[src/rtl/seg7_frame_reader_if.sv]
// Segment-stream receive interface: pattern strobes in, decoded frame out.
// master = pattern source / frame consumer, slave = the frame reader.
interface seg7_frame_reader_if #(
    parameter int unsigned NUM_DIGITS = 4,
    parameter int unsigned BIN_W      = 14
);
    logic                      seg_valid;
    logic                      frame_start;
    logic [6:0]                seg_in;
    logic [4*NUM_DIGITS-1:0]   digits_out;
    logic [BIN_W-1:0]          bin_out;
    logic [NUM_DIGITS-1:0]     blank_mask;
    logic                      frame_valid;
    logic                      pat_err;
    logic                      timeout;

    modport master (
        output seg_valid, frame_start, seg_in,
        input  digits_out, bin_out, blank_mask, frame_valid, pat_err, timeout
    );

    modport slave (
        input  seg_valid, frame_start, seg_in,
        output digits_out, bin_out, blank_mask, frame_valid, pat_err, timeout
    );
endinterface

[src/rtl/seg7_frame_reader.sv]
// Recovers digits from a stream of active-low 7-segment patterns (abcdefg, bit6 = a),
// assembles NUM_DIGITS of them (MSD first) into a frame and presents packed nibbles,
// the binary value and blank/error status. Only complete frames reach the outputs.
module seg7_frame_reader #(
    parameter int unsigned NUM_DIGITS = 4,
    parameter int unsigned BIN_W      = 14,
    parameter int unsigned TIMEOUT    = 1000
) (
    input  logic               clk,
    input  logic               rst_n,
    seg7_frame_reader_if.slave bus
);
    localparam int unsigned DigW = 4 * NUM_DIGITS;
    localparam int unsigned IdxW = (NUM_DIGITS > 1) ? $clog2(NUM_DIGITS) : 1;

    typedef enum logic [1:0] {StIdle, StCollect, StDone} state_e;

    state_e              state_q, state_d;
    logic [IdxW-1:0]     idx_q, idx_d;
    logic [15:0]         gap_q, gap_d;
    logic [DigW-1:0]     work_digits_q, work_digits_d;
    logic [BIN_W-1:0]    acc_q, acc_d;
    logic [NUM_DIGITS-1:0] work_blank_q, work_blank_d;
    logic                work_err_q, work_err_d;

    logic [DigW-1:0]     digits_q, digits_d;
    logic [BIN_W-1:0]    bin_q, bin_d;
    logic [NUM_DIGITS-1:0] blank_mask_q, blank_mask_d;
    logic                pat_err_q, pat_err_d;
    logic                frame_valid_q, frame_valid_d;
    logic                timeout_q, timeout_d;

    logic [3:0]          dec_nib;
    logic [3:0]          dec_val;
    logic                dec_blank;
    logic                dec_err;
    logic                begin_frame;
    logic [15:0]         gap_inc;

    // Pattern decode: legal digits map to 0-9, blank to F, anything else to E.
    always_comb begin
        dec_nib   = 4'hE;
        dec_blank = 1'b0;
        dec_err   = 1'b1;
        case (bus.seg_in)
            7'b0000001: begin dec_nib = 4'd0; dec_err = 1'b0; end
            7'b1001111: begin dec_nib = 4'd1; dec_err = 1'b0; end
            7'b0010010: begin dec_nib = 4'd2; dec_err = 1'b0; end
            7'b0000110: begin dec_nib = 4'd3; dec_err = 1'b0; end
            7'b1001100: begin dec_nib = 4'd4; dec_err = 1'b0; end
            7'b0100100: begin dec_nib = 4'd5; dec_err = 1'b0; end
            7'b0100000: begin dec_nib = 4'd6; dec_err = 1'b0; end
            7'b0001111: begin dec_nib = 4'd7; dec_err = 1'b0; end
            7'b0000000: begin dec_nib = 4'd8; dec_err = 1'b0; end
            7'b0000100: begin dec_nib = 4'd9; dec_err = 1'b0; end
            7'b1111111: begin dec_nib = 4'hF; dec_blank = 1'b1; dec_err = 1'b0; end
            default:    ;
        endcase
        // Blank and illegal digits add nothing to the binary value.
        dec_val = (dec_blank || dec_err) ? 4'd0 : dec_nib;
    end

    assign gap_inc = gap_q + 16'd1;

    // Next-state: frame assembly FSM, working registers and output registers.
    always_comb begin
        state_d       = state_q;
        idx_d         = idx_q;
        gap_d         = gap_q;
        work_digits_d = work_digits_q;
        acc_d         = acc_q;
        work_blank_d  = work_blank_q;
        work_err_d    = work_err_q;
        digits_d      = digits_q;
        bin_d         = bin_q;
        blank_mask_d  = blank_mask_q;
        pat_err_d     = pat_err_q;
        frame_valid_d = 1'b0;
        timeout_d     = timeout_q;
        begin_frame   = 1'b0;

        unique case (state_q)
            StIdle: begin
                begin_frame = bus.seg_valid && bus.frame_start;
            end
            StCollect: begin
                if (bus.seg_valid && bus.frame_start) begin
                    // Restart silently; the partial frame is simply dropped.
                    begin_frame = 1'b1;
                end else if (bus.seg_valid) begin
                    work_digits_d = (work_digits_q << 4) | DigW'(dec_nib);
                    acc_d         = (acc_q << 3) + (acc_q << 1) + BIN_W'(dec_val);
                    work_blank_d  = (work_blank_q << 1) | NUM_DIGITS'(dec_blank);
                    work_err_d    = work_err_q | dec_err;
                    gap_d         = '0;
                    if (idx_q == IdxW'(NUM_DIGITS - 1)) begin
                        state_d = StDone;
                        idx_d   = '0;
                    end else begin
                        idx_d = idx_q + IdxW'(1);
                    end
                end else if (gap_inc == 16'(TIMEOUT)) begin
                    state_d   = StIdle;
                    timeout_d = 1'b1;
                    gap_d     = '0;
                    idx_d     = '0;
                end else begin
                    gap_d = gap_inc;
                end
            end
            StDone: begin
                digits_d      = work_digits_q;
                bin_d         = acc_q;
                blank_mask_d  = work_blank_q;
                pat_err_d     = work_err_q;
                frame_valid_d = 1'b1;
                timeout_d     = 1'b0;
                state_d       = StIdle;
                // A frame_start strobe here is taken immediately so nothing is lost.
                begin_frame   = bus.seg_valid && bus.frame_start;
            end
            default: begin
                state_d = StIdle;
            end
        endcase

        if (begin_frame) begin
            work_digits_d = DigW'(dec_nib);
            acc_d         = BIN_W'(dec_val);
            work_blank_d  = NUM_DIGITS'(dec_blank);
            work_err_d    = dec_err;
            idx_d         = IdxW'(1);
            gap_d         = '0;
            state_d       = (NUM_DIGITS == 1) ? StDone : StCollect;
        end
    end

    // State and output registers, all cleared asynchronously.
    always_ff @(posedge clk or negedge rst_n) begin
        if (!rst_n) begin
            state_q       <= StIdle;
            idx_q         <= '0;
            gap_q         <= '0;
            work_digits_q <= '0;
            acc_q         <= '0;
            work_blank_q  <= '0;
            work_err_q    <= 1'b0;
            digits_q      <= '0;
            bin_q         <= '0;
            blank_mask_q  <= '0;
            pat_err_q     <= 1'b0;
            frame_valid_q <= 1'b0;
            timeout_q     <= 1'b0;
        end else begin
            state_q       <= state_d;
            idx_q         <= idx_d;
            gap_q         <= gap_d;
            work_digits_q <= work_digits_d;
            acc_q         <= acc_d;
            work_blank_q  <= work_blank_d;
            work_err_q    <= work_err_d;
            digits_q      <= digits_d;
            bin_q         <= bin_d;
            blank_mask_q  <= blank_mask_d;
            pat_err_q     <= pat_err_d;
            frame_valid_q <= frame_valid_d;
            timeout_q     <= timeout_d;
        end
    end

    assign bus.digits_out  = digits_q;
    assign bus.bin_out     = bin_q;
    assign bus.blank_mask  = blank_mask_q;
    assign bus.pat_err     = pat_err_q;
    assign bus.frame_valid = frame_valid_q;
    assign bus.timeout     = timeout_q;
endmodule
[src/flat_wrapper.sv]
// flat-port wrapper written by rule: the top's interface ports become plain ports
module seg7_frame_reader_flat 
#(
    parameter int unsigned NUM_DIGITS = 4,
    parameter int unsigned BIN_W      = 14,
    parameter int unsigned TIMEOUT    = 1000
)
  (clk, rst_n, bus_seg_valid, bus_frame_start, bus_seg_in, bus_digits_out, bus_bin_out, bus_blank_mask, bus_frame_valid, bus_pat_err, bus_timeout);
  seg7_frame_reader_if #(.NUM_DIGITS(NUM_DIGITS), .BIN_W(BIN_W)) bus_i ();
  input  logic clk;
  input  logic rst_n;
  input wire logic [$bits(bus_i.seg_valid)-1:0] bus_seg_valid;
  input wire logic [$bits(bus_i.frame_start)-1:0] bus_frame_start;
  input wire logic [$bits(bus_i.seg_in)-1:0] bus_seg_in;
  output wire logic [$bits(bus_i.digits_out)-1:0] bus_digits_out;
  output wire logic [$bits(bus_i.bin_out)-1:0] bus_bin_out;
  output wire logic [$bits(bus_i.blank_mask)-1:0] bus_blank_mask;
  output wire logic [$bits(bus_i.frame_valid)-1:0] bus_frame_valid;
  output wire logic [$bits(bus_i.pat_err)-1:0] bus_pat_err;
  output wire logic [$bits(bus_i.timeout)-1:0] bus_timeout;
  assign bus_i.seg_valid = bus_seg_valid;
  assign bus_i.frame_start = bus_frame_start;
  assign bus_i.seg_in = bus_seg_in;
  assign bus_digits_out = bus_i.digits_out;
  assign bus_bin_out = bus_i.bin_out;
  assign bus_blank_mask = bus_i.blank_mask;
  assign bus_frame_valid = bus_i.frame_valid;
  assign bus_pat_err = bus_i.pat_err;
  assign bus_timeout = bus_i.timeout;
  seg7_frame_reader #(.NUM_DIGITS(NUM_DIGITS), .BIN_W(BIN_W), .TIMEOUT(TIMEOUT)) u_core (.clk(clk), .rst_n(rst_n), .bus(bus_i));
endmodule
[config.mk]
export PLATFORM = sky130hd
export DESIGN_NAME = seg7_frame_reader_flat
export DESIGN_NICKNAME = d
export VERILOG_FILES = /design/src/rtl/seg7_frame_reader_if.sv /design/src/rtl/seg7_frame_reader.sv /design/src/flat_wrapper.sv
export SDC_FILE = /design/constraint.sdc
export NUM_CORES = 1
export LEC_CHECK = 0
export BUFFER_PORTS_ARGS = -buffer_cell sky130_fd_sc_hd__buf_2
export CAP_MARGIN = 40
export CORE_MARGIN = 4
export CORE_UTILIZATION = 50
export CTS_BUF_LIST = sky130_fd_sc_hd__clkbuf_8 sky130_fd_sc_hd__clkbuf_16
export CTS_CLUSTER_SIZE = 24
export DETAILED_ROUTE_END_ITERATION = 16
export PLACE_DENSITY = 0.69
export SYNTH_ARGS = -nofsm -noshare
export SYNTH_HDL_FRONTEND = slang
export SYNTH_SLANG_ARGS = --single-unit
[constraint.sdc]
create_clock -name clk -period 3.2 [get_ports clk]
set_input_delay 0.32 -clock clk [delete_from_list [all_inputs] [get_ports clk]]
set_output_delay 0.32 -clock clk [all_outputs]
set_load 0.01 [all_outputs]
==> reports/results.tsv, run 1 <==
stage	metric	value	unit
run_status	status	finished, final reports clean	
clock_network	clockRootBuffer	clkbuf_8	
sta	setup_violations	0	
route	first_pass_iters	4	
die	start_util	0.5231	
global_routing	grt_pass1_vias	3622	
route	routed_via_density	5.824	
setup_path	cp.required	3.47	ns
place	gp_congestion	0.8569	
setup_path	crit_start	bus_seg_in[3]	
setup_path	endpoint_kind	register	
sta	slew_headroom	0.4884	
synth	synth_top_cell_area_share	0.4675	
synth	synth_area_per_cell	10.71	µm²
route	drtIter0Drc	241	
synth	ys.flop_type	dfrtp_1	
global_routing	antenna_found_initial	0	
global_routing	grt-ovfl-total	0	
clock_network	path_clk_slew	0.10	ns
place	numPortBuffers	47	
route	vias	3774	
finish	num_antenna_cells	0	
setup_path	worstSetupPathType	input port to register	
route	ant_nets	0	
finish	area_delta_synth_final	14.61	%
global_routing	grt_pass1_wl	17.73	mm
clock_network	numCtsBuffers	9	
die	die_area	11500	µm²
sta	rsz0062_at_grt	false	
synth	synth_seq_cells	92	
finish	drive_gt1_frac	0.2736	
sta	drv_slew	0	
die	dieWidth	107.2	µm
hold_path	hold_class	input port to register	
die	ios	48	
sta	setup-tns-final	0	ns
finish	seq_area	2302	µm²
synth	async_flop_share	1.000	
clock_network	clk_latency	0.37	ns
job	cap_violations	0	
global_routing	grt_use_total	0.1904	
synth	synth_area_leaders	dfrtp_1, mux2_2, ha_1	
clock_network	cts_max_level	3	
synth	yosysSeqAreaShare	0.4675	
finish	finish.net_count	551	
pwr	ir_drop	0.2644	mV
setup_path	start_kind	input port	
synth	synth_area_leader_cell	dfrtp_1	
finish	fill_cells	810	
finish	multi_input_area	2519	µm²
clock_network	cts_sinks	92	
clock_network	clockBufferDepth	2	
sta	worst_slew_pin_slew	0.7674	ns
synth	syn-num-nets	497	
synth	synthCells	460	
pwr	power_density	670.1	nW/µm²
die	coreArea	9415	µm²
setup_path	worstPathMaxFanout	5	
place	dp_hpwl	7.262	mm
sta	clock_skew	0.01394	ns
synth	yosysWarnings	0	
setup_path	cp.arrival	3.34	ns
die	dieHeight	107.2	µm
global_routing	grt_max_degree	46	
hold_path	hp-start	bus_seg_valid	
setup_path	timing.rr.start	u_core.acc_q[0]	
die	rows	35	
sta	period_minus_slack	3.072	ns
route	drc	0	
route	route.final.wire_length	10.27	mm
pwr	p_leak	2.745	nW
synth	synthDistinctLibCells	62	
finish	postLayoutCoreUtil	0.5995	
sta	finalCritPeriodShare	0.9601	
synth	synth_edf_count	0	
sta	fmax	0.3255	GHz
synth	mappedNetlistArea	4925	µm²
clock_network	cts_tree	yes	
route	wl_per_cell	15.85	µm
sta	hold_viol	0	
## report_power, final
group	internal [mW]	total, mW	switching (mW)
Sequential	1.48	1.73	0.254
Combinational	0.606	1.28	0.678
Clock	0.303	0.768	0.465
Total	2.39	3.78	1.40
## final cells by class
cell class	count	area share
multi-input combinational	333	0.4462
sequential	92	0.4079
timing repair buffer	70	0.07759
tap	129	0.02860
clock buffer	9	0.02195
clock inverter	7	0.01241
inverter	8	0.005320
## synth_stat cells, drive strengths merged (2+ instances only)
cell     number
nand3b        5
and2          3
dfrtp        92
a21boi        2
nand2        39
a32o          2
a21oi        16
o31ai         8
nor2         20
buf           6
inv           8
o21ai        31
and4          5
a22oi         2
a221oi        4
nor3          8
o2111ai       2
mux2         35
or3           4
a211oi        2
nor4          3
xnor2         8
or2           2
or4           3
clkbuf       21
o22ai         2
a31oi         6
nor2b         6
nand3        15
and3          9
fa            2
nand4         6
a21o          3
nand2b        7
mux2i         2
o21a          5
o31a          3
nor3b         6
a22o         21
ha           24
## stage by stage
step	total power [mW]	area (µm²)	hold WS, ns	instances	worst slack, ns
final	3.782	5644	0.3698	648	0.1277
after global routing	4.061	5644	0.3600	648	0.01471
after CTS	3.809	5618	0.3524	648	0.04566
after detailed placement	3.042	5414	0.3389	631	-0.3473
after global placement	2.988	5394	0.3427	630	-0.1834
after floorplan	2.594	4935	0.02441	460	-0.06256
## what timing repair did
item                                    4_1_cts  5_1_grt
hold endpoints to repair                     43        0
resized for setup                             0        5
hold buffers                                  1        0
endpoints found under the setup margin        0        3
buffers inserted                              0        0
## path summary, 6_finish.rpt
kind	to	slack (ns)	depth (start not counted)
worst max-delay path	u_core.acc_q[10]	0.13	17
worst min-delay path	u_core.idx_q[0]	0.37	3
worst max register to register	u_core.acc_q[10]	0.39	8
worst min register to register	u_core.work_blank_q[3]	0.47	2
max in group asynchronous	u_core.work_digits_q[1]	1.97	3
min in group asynchronous	u_core.bus.bin_out[11]	0.46	2
## cell families after synthesis
| logic type | after synthesis | share of synthesized area |
|---|---|---|
| and+or+nand+nor | 144 | 0.1585 |
| muxes | 37 | 0.08410 |
| DFF | 92 | 0.4675 |
| AOI/OAI and AO/OA | 117 | 0.1748 |
| buffers and inverters | 35 | 0.02998 |
| xor gates and xnor gates | 9 | 0.01601 |
| adders and majority gates | 26 | 0.06911 |
## critical path, stage by stage
cell,delay (ns)
buf_2,0.11
buf_4,0.14
and4_1,0.22
a22oi_1,0.23
o22ai_2,0.12
a21oi_2,0.14
nor2_1,0.06
ha_1,0.17
ha_1,0.19
inv_1,0.08
fa_2,0.21
nor2b_1,0.06
o31a_1,0.27
o31a_1,0.28
o21a_1,0.18
or3_1,0.30
a32o_1,0.26
## layer usage
layer,global-route usage,share of wire,up-vias
met5,0,0,-
met3,0.04515,0.048,16
met2,0.2819,0.45,89
met1,0.2756,0.48,1839
li1,-,-,1830
met4,0.06119,0.016,0
## state kept, by name (all words and copies together), names as in the netlist
signal / count
u_core.bus.bin_out: 14
u_core.acc_q: 14
u_core.bus.pat_err: 1
u_core.bus.blank_mask: 4
u_core.state_q: 2
u_core.work_err_q: 1
u_core.gap_q: 16
u_core.bus.timeout: 1
u_core.bus.frame_valid: 1
u_core.idx_q: 2
u_core.bus.digits_out: 16
u_core.work_blank_q: 4
u_core.work_digits_q: 16
## cell usage in the layout (no fill, tap or decap), drive strengths merged, types with 3 or more instances in the layout
cell type  netlist  layout
a21oi           16      16
o31a             3       3
nand3b           5       5
a21o             3       3
nand3           15      15
a31oi            6       6
a221oi           4       4
nand4            6       6
ha              24      24
a22o            21      21
clkbuf          21       9
inv              8      11
o31ai            8       8
xnor2            8       8
nor2b            6       6
nand2           39      39
dfrtp           92      92
and2             3       3
or4              3       3
buf              6      69
mux2            35      35
o21ai           31      31
nor3             8       8
or3              4       4
and3             9       9
nor3b            6       6
o21a             5       5
nor4             3       3
nand2b           7       7
nor2            20      20
clkinv           0       3
and4             5       5
Power figures use the tool's default switching activity.
==> inputs of run 2 (changes only) <==
Settings changed: CORE_UTILIZATION 50 to 43, PLACE_DENSITY 0.69 to default.
==> reports/results.tsv, run 2 (same netlist as run 1, synthesis figures left out) <==
stage	metric	value	unit
setup_path	timing.rr.start	u_core.acc_q[2]	
hold_path	hp-start	bus_frame_start	
pwr	p_switching	1.405	mW
clock_network	clk_latency	0.35	ns
pwr	p_leak	2.816	nW
route	drc	0	
setup_path	endpoint_kind	register	
setup_path	worstSetupPathType	input port to register	
pwr	combPwrFrac	0.309	
clock_network	clockBufferDepth	2	
sta	clock_skew	0.007129	ns
route	wl_per_cell	15.70	µm
sta	setup_violations	0	
pwr	power_density	711.5	nW/µm²
setup_path	r2r_slack	0.38	ns
place	numPortBuffers	47	
finish	drive_gt1_frac	0.2868	
setup_path	start_kind	input port	
die	start_util	0.4465	
finish	final_common_cell	dfrtp_1	
global_routing	grt_pass1_wl	17.93	mm
finish	num_antenna_cells	0	
pwr	p_int	2.728	mW
setup_path	worstReg2RegEnd	u_core.acc_q[10]	
route	routed_via_density	5.644	
setup_path	crit_slowest_cell	fa_1	
die	die_area	13230	µm²
pwr	sequentialPowerShare	0.419	
die	rows	38	
sta	drv_slew	0	
die	dieHeight	115.0	µm
finish	area_delta_synth_final	17.94	%
sta	fmax	0.3247	GHz
sta	worst_slew_pin_slew	0.7859	ns
setup_path	cp.depth	12	
setup_path	worstPathCellList	buf_2 -> or3_1 -> nor4_4 -> fa_1 -> inv_1 -> fa_2 -> nor2b_1 -> o31a_1 -> o31a_1 -> o21a_1 -> or3_1 -> a32o_1	
pwr	ir_drop	0.4290	mV
route	first_pass_iters	4	
clock_network	path_clk_slew	0.07	ns
sta	hold_viol	0	
pwr	p_clk_frac	0.273	
setup_path	critPathTopFamily	simple AND/OR/NAND/NOR gates	
hold_path	holdPathStages	3	
route	vias	3742	
sta	setup_ws	0.1199	ns
setup_path	critical_path.max_stage_delay	0.47	ns
job	cap_violations	0	
place	post-place-ws	-0.2942	ns
setup_path	worstPathMaxFanout	3	
setup_path	cp.arrival	3.32	ns
die	coreArea	11030	µm²
finish	finish.net_count	555	
global_routing	grt-ovfl-total	0	
global_routing	grt_use_total	0.1693	
place	dp_hpwl	7.290	mm
setup_path	r2r_cells	8	
clock_network	numCtsBuffers	9	
clock_network	cts_sinks	92	
hold_path	hold_class	input port to register	
clock_network	clockRootBuffer	clkbuf_16	
clock_network	cts_tree	yes	
global_routing	grt_max_degree	44	
route	drtIter0Drc	204	
sta	period_minus_slack	3.080	ns
pwr	switching_share	0.3399	
sta	finalCritPeriodShare	0.9625	
sta	slew_headroom	0.4761	
finish	postLayoutCoreUtil	0.5265	
global_routing	antenna_found_initial	1	
setup_path	crit_buf_inv	2	
place	gp_congestion	0.8623	
global_routing	grt_pass1_vias	3632	
sta	hold_slack	0.3820	ns
clock_network	cts_max_level	3	
pwr	power	4.132	mW
route	route.final.wire_length	10.41	mm
die	dieWidth	115.0	µm
run_status	status	finished, final reports clean	
setup_path	cp.required	3.44	ns
route	ant_nets	0	
finish	final_cell_mix	dfrtp_1, buf_2, nand2_1	
die	ios	48	
hold_path	min_to	u_core.state_q[0]	
## run 2: cell types whose count changed in the layout (fill, tap and decap cells not counted), moves of 2 or more
cell	previous run	this run
clkbuf_8	9	1
clkinv_4	2	0
buf_4	21	26
clkbuf_16	0	9
## run 2: how the worst max path moves through the flow
stage	start	to	slack, ns
after floorplan	bus_seg_in[1]	u_core.acc_q[10]	-0.06
after global placement	bus_seg_in[3]	u_core.acc_q[13]	-0.22
after detailed placement	bus_seg_in[3]	u_core.acc_q[13]	-0.29
after CTS	bus_seg_in[3]	u_core.acc_q[13]	0.06
after global routing	bus_seg_in[3]	u_core.acc_q[10]	-0.01
final	bus_seg_in[3]	u_core.acc_q[10]	0.12
## run 2: metrics by stage
step           instance area, µm²  cells  TNS [ns]
6_report                     5808    663         0
5_1_grt                      5808    663  -0.01072
4_1_cts                      5757    661         0
3_5_place_dp                 5430    644   -0.6886
3_3_place_gp                 5410    643   -0.4511
2_1_floorplan                4935    460  -0.06256
## run 2: per-layer routing
layer	routed length, µm	vias up	global-route usage
met1	4968	1830	0.2291
met5	13	-	0
met3	437	15	0.03368
met4	206	2	0.07042
li1	-	1838	-
met2	4784	57	0.2666
## run 2: power groups by stage
stage          Sequential, mW  Clock, mW  Combinational (mW)
2_1_floorplan            1.75          0               0.843
3_3_place_gp             1.75          0                1.26
3_5_place_dp             1.76          0                1.29
4_1_cts                  1.74       1.16                1.30
5_1_grt                  1.79       1.20                1.46
6_report                 1.73       1.13                1.28
## run 2: layout make-up
cell class / instances / area, µm²
Fill cell: 999 / 5223
Clock inverter: 6 / 77.57
Multi-Input combinational cell: 333 / 2529
Inverter: 8 / 30.03
Sequential cell: 92 / 2302
Timing Repair Buffer: 74 / 455.4
Tap cell: 140 / 175.2
Clock buffer: 10 / 239.0
## run 2: timing repair
action / 4_1_cts / 5_1_grt
hold buffers: 1 / 0
gates resized for setup: 0 / 11
endpoints found under the hold margin: 41 / 0
setup endpoints to repair: 0 / 3
setup buffers: 0 / 2
## run 2: worst min-delay path: cells and delay by family
| family | cells | cell delay [ns] |
|---|---|---|
| simple gates | 2 | 0.24 |
| buf+inv | 1 | 0.13 |
==> inputs of run 3 (changes only) <==
Settings changed: ABC_CLOCK_PERIOD_IN_PS from default to 3200, BUFFER_PORTS_ARGS -buffer_cell sky130_fd_sc_hd__buf_2 to -buffer_cell sky130_fd_sc_hd__buf_4.
==> reports/results.tsv, run 3 (same netlist as run 1, synthesis figures left out) <==
stage	metric	value	unit
global_routing	grt_pass1_wl	18.05	mm
pwr	combPwrFrac	0.329	
die	coreArea	11030	µm²
clock_network	numCtsBuffers	9	
die	ios	48	
clock_network	cts_setup_buffers	0	
setup_path	cp.required	3.42	ns
pwr	p_clk_frac	0.248	
finish	final_cell_mix	dfrtp_1, buf_4, nand2_1	
finish	drive_gt1_frac	0.2772	
sta	worst_slew_pin_slew	0.7922	ns
place	dp_hpwl	7.478	mm
finish	fin_cells	663	
pwr	switching_share	0.3382	
sta	clock_skew	0.005320	ns
clock_network	hold_buffers	0	
die	die_area	13230	µm²
place	post-place-ws	-0.2631	ns
sta	hold_viol	0	
route	drc	0	
finish	post-route-cell-area	5859	µm²
pwr	power_density	702.9	nW/µm²
setup_path	worstPathMaxFanout	3	
sta	setup-tns-final	0	ns
run_status	status	finished, final reports clean	
global_routing	grt_use_total	0.1684	
global_routing	grt-ovfl-total	0	
pwr	ir_drop	0.3482	mV
sta	hold_slack	0.007840	ns
hold_path	hold_class	input port to async pin	
place	gp_congestion	0.8685	
clock_network	clk_latency	0.34	ns
clock_network	clockBufferDepth	2	
die	dieWidth	115.0	µm
route	routed_via_density	5.587	
sta	slew_headroom	0.4719	
sta	period_minus_slack	3.059	ns
finish	postLayoutCoreUtil	0.5312	
global_routing	antenna_found_initial	0	
clock_network	path_clk_slew	0.06	ns
die	rows	38	
global_routing	grt_pass1_vias	3706	
clock_network	cts_tree	yes	
setup_path	cp.arrival	3.28	ns
setup_path	worstSetupPathType	input port to register	
place	dpl_cell_area	5568	µm²
finish	final_common_cell	dfrtp_1	
pwr	sequentialPowerShare	0.423	
sta	finalCritPeriodShare	0.9560	
job	cap_violations	0	
route	vias	3704	
route	first_pass_iters	4	
clock_network	cts_resized	0	
route	drtIter0Drc	220	
route	wl_per_cell	15.55	µm
clock_network	clockRootBuffer	clkbuf_16	
place	numPortBuffers	47	
global_routing	grt_max_degree	52	
pwr	power	4.118	mW
die	start_util	0.4465	
pwr	p_switching	1.393	mW
route	ant_nets	0	
finish	num_antenna_cells	0	
sta	drv_slew	0	
pwr	p_int	2.726	mW
sta	setup_ws	0.1408	ns
die	dieHeight	115.0	µm
sta	rsz0062_at_grt	false	
clock_network	cts_sinks	92	
pwr	p_leak	2.811	nW
clock_network	cts_max_level	3	
finish	finish.net_count	555	
place	dp_cells	647	
finish	area_delta_synth_final	18.98	%
setup_path	endpoint_kind	register	
setup_path	start_kind	input port	
route	route.final.wire_length	10.31	mm
sta	setup_violations	0	
sta	fmax	0.3269	GHz
[run 3: critical path, cell delays in order]
cell and delay (ns):
buf_4 0.11, or3_1 0.40, nor4_2 0.23, fa_1 0.50
ha_1 0.35, a211oi_2 0.30, o21ai_0 0.20, a311oi_1 0.39
a21oi_1 0.14, xnor2_1 0.14, a22o_1 0.19
[run 3: final cells by class]
class | count | area, µm²
clock buffers | 10 | 239.0
flip-flops and latches | 92 | 2302
well taps | 140 | 175.2
multi-input cells | 333 | 2501
inverters | 8 | 30.03
fillers | 1009 | 5171
clock inverters | 6 | 43.79
repair buffers | 74 | 568.0
[run 3: per-layer routing]
layer	vias up	wire length, µm	GRT usage
met5	-	0	0
met1	1794	5034	0.2309
li1	1830	-	-
met4	0	90	0.04225
met3	9	536	0.04421
met2	71	4649	0.2677
[run 3: path summary, 6_finish.rpt]
path / from / end / slack (ns) / depth (start not counted)
setup / recovery: bus_seg_in[3] / u_core.acc_q[13] / 0.14 / 11
hold / removal: rst_n / u_core.bus.bin_out[6] / 0.008 / 1
setup reg to reg: u_core.acc_q[0] / u_core.acc_q[13] / 0.41 / 8
hold reg to reg: u_core.work_blank_q[3] / u_core.work_blank_q[3] / 0.48 / 2
max in group asynchronous: rst_n / u_core.bus.digits_out[9] / 2.45 / 2
min in group clk: bus_seg_valid / u_core.idx_q[0] / 0.33 / 3
[run 3: power by group through the flow]
stage	Sequential, mW	Combinational [mW]	Clock, mW
finish	1.74	1.35	1.02
CTS	1.75	1.38	1.05
detailed placement	1.77	1.37	0
global placement	1.76	1.35	0
global route	1.79	1.52	1.11
floorplan	1.75	0.843	0
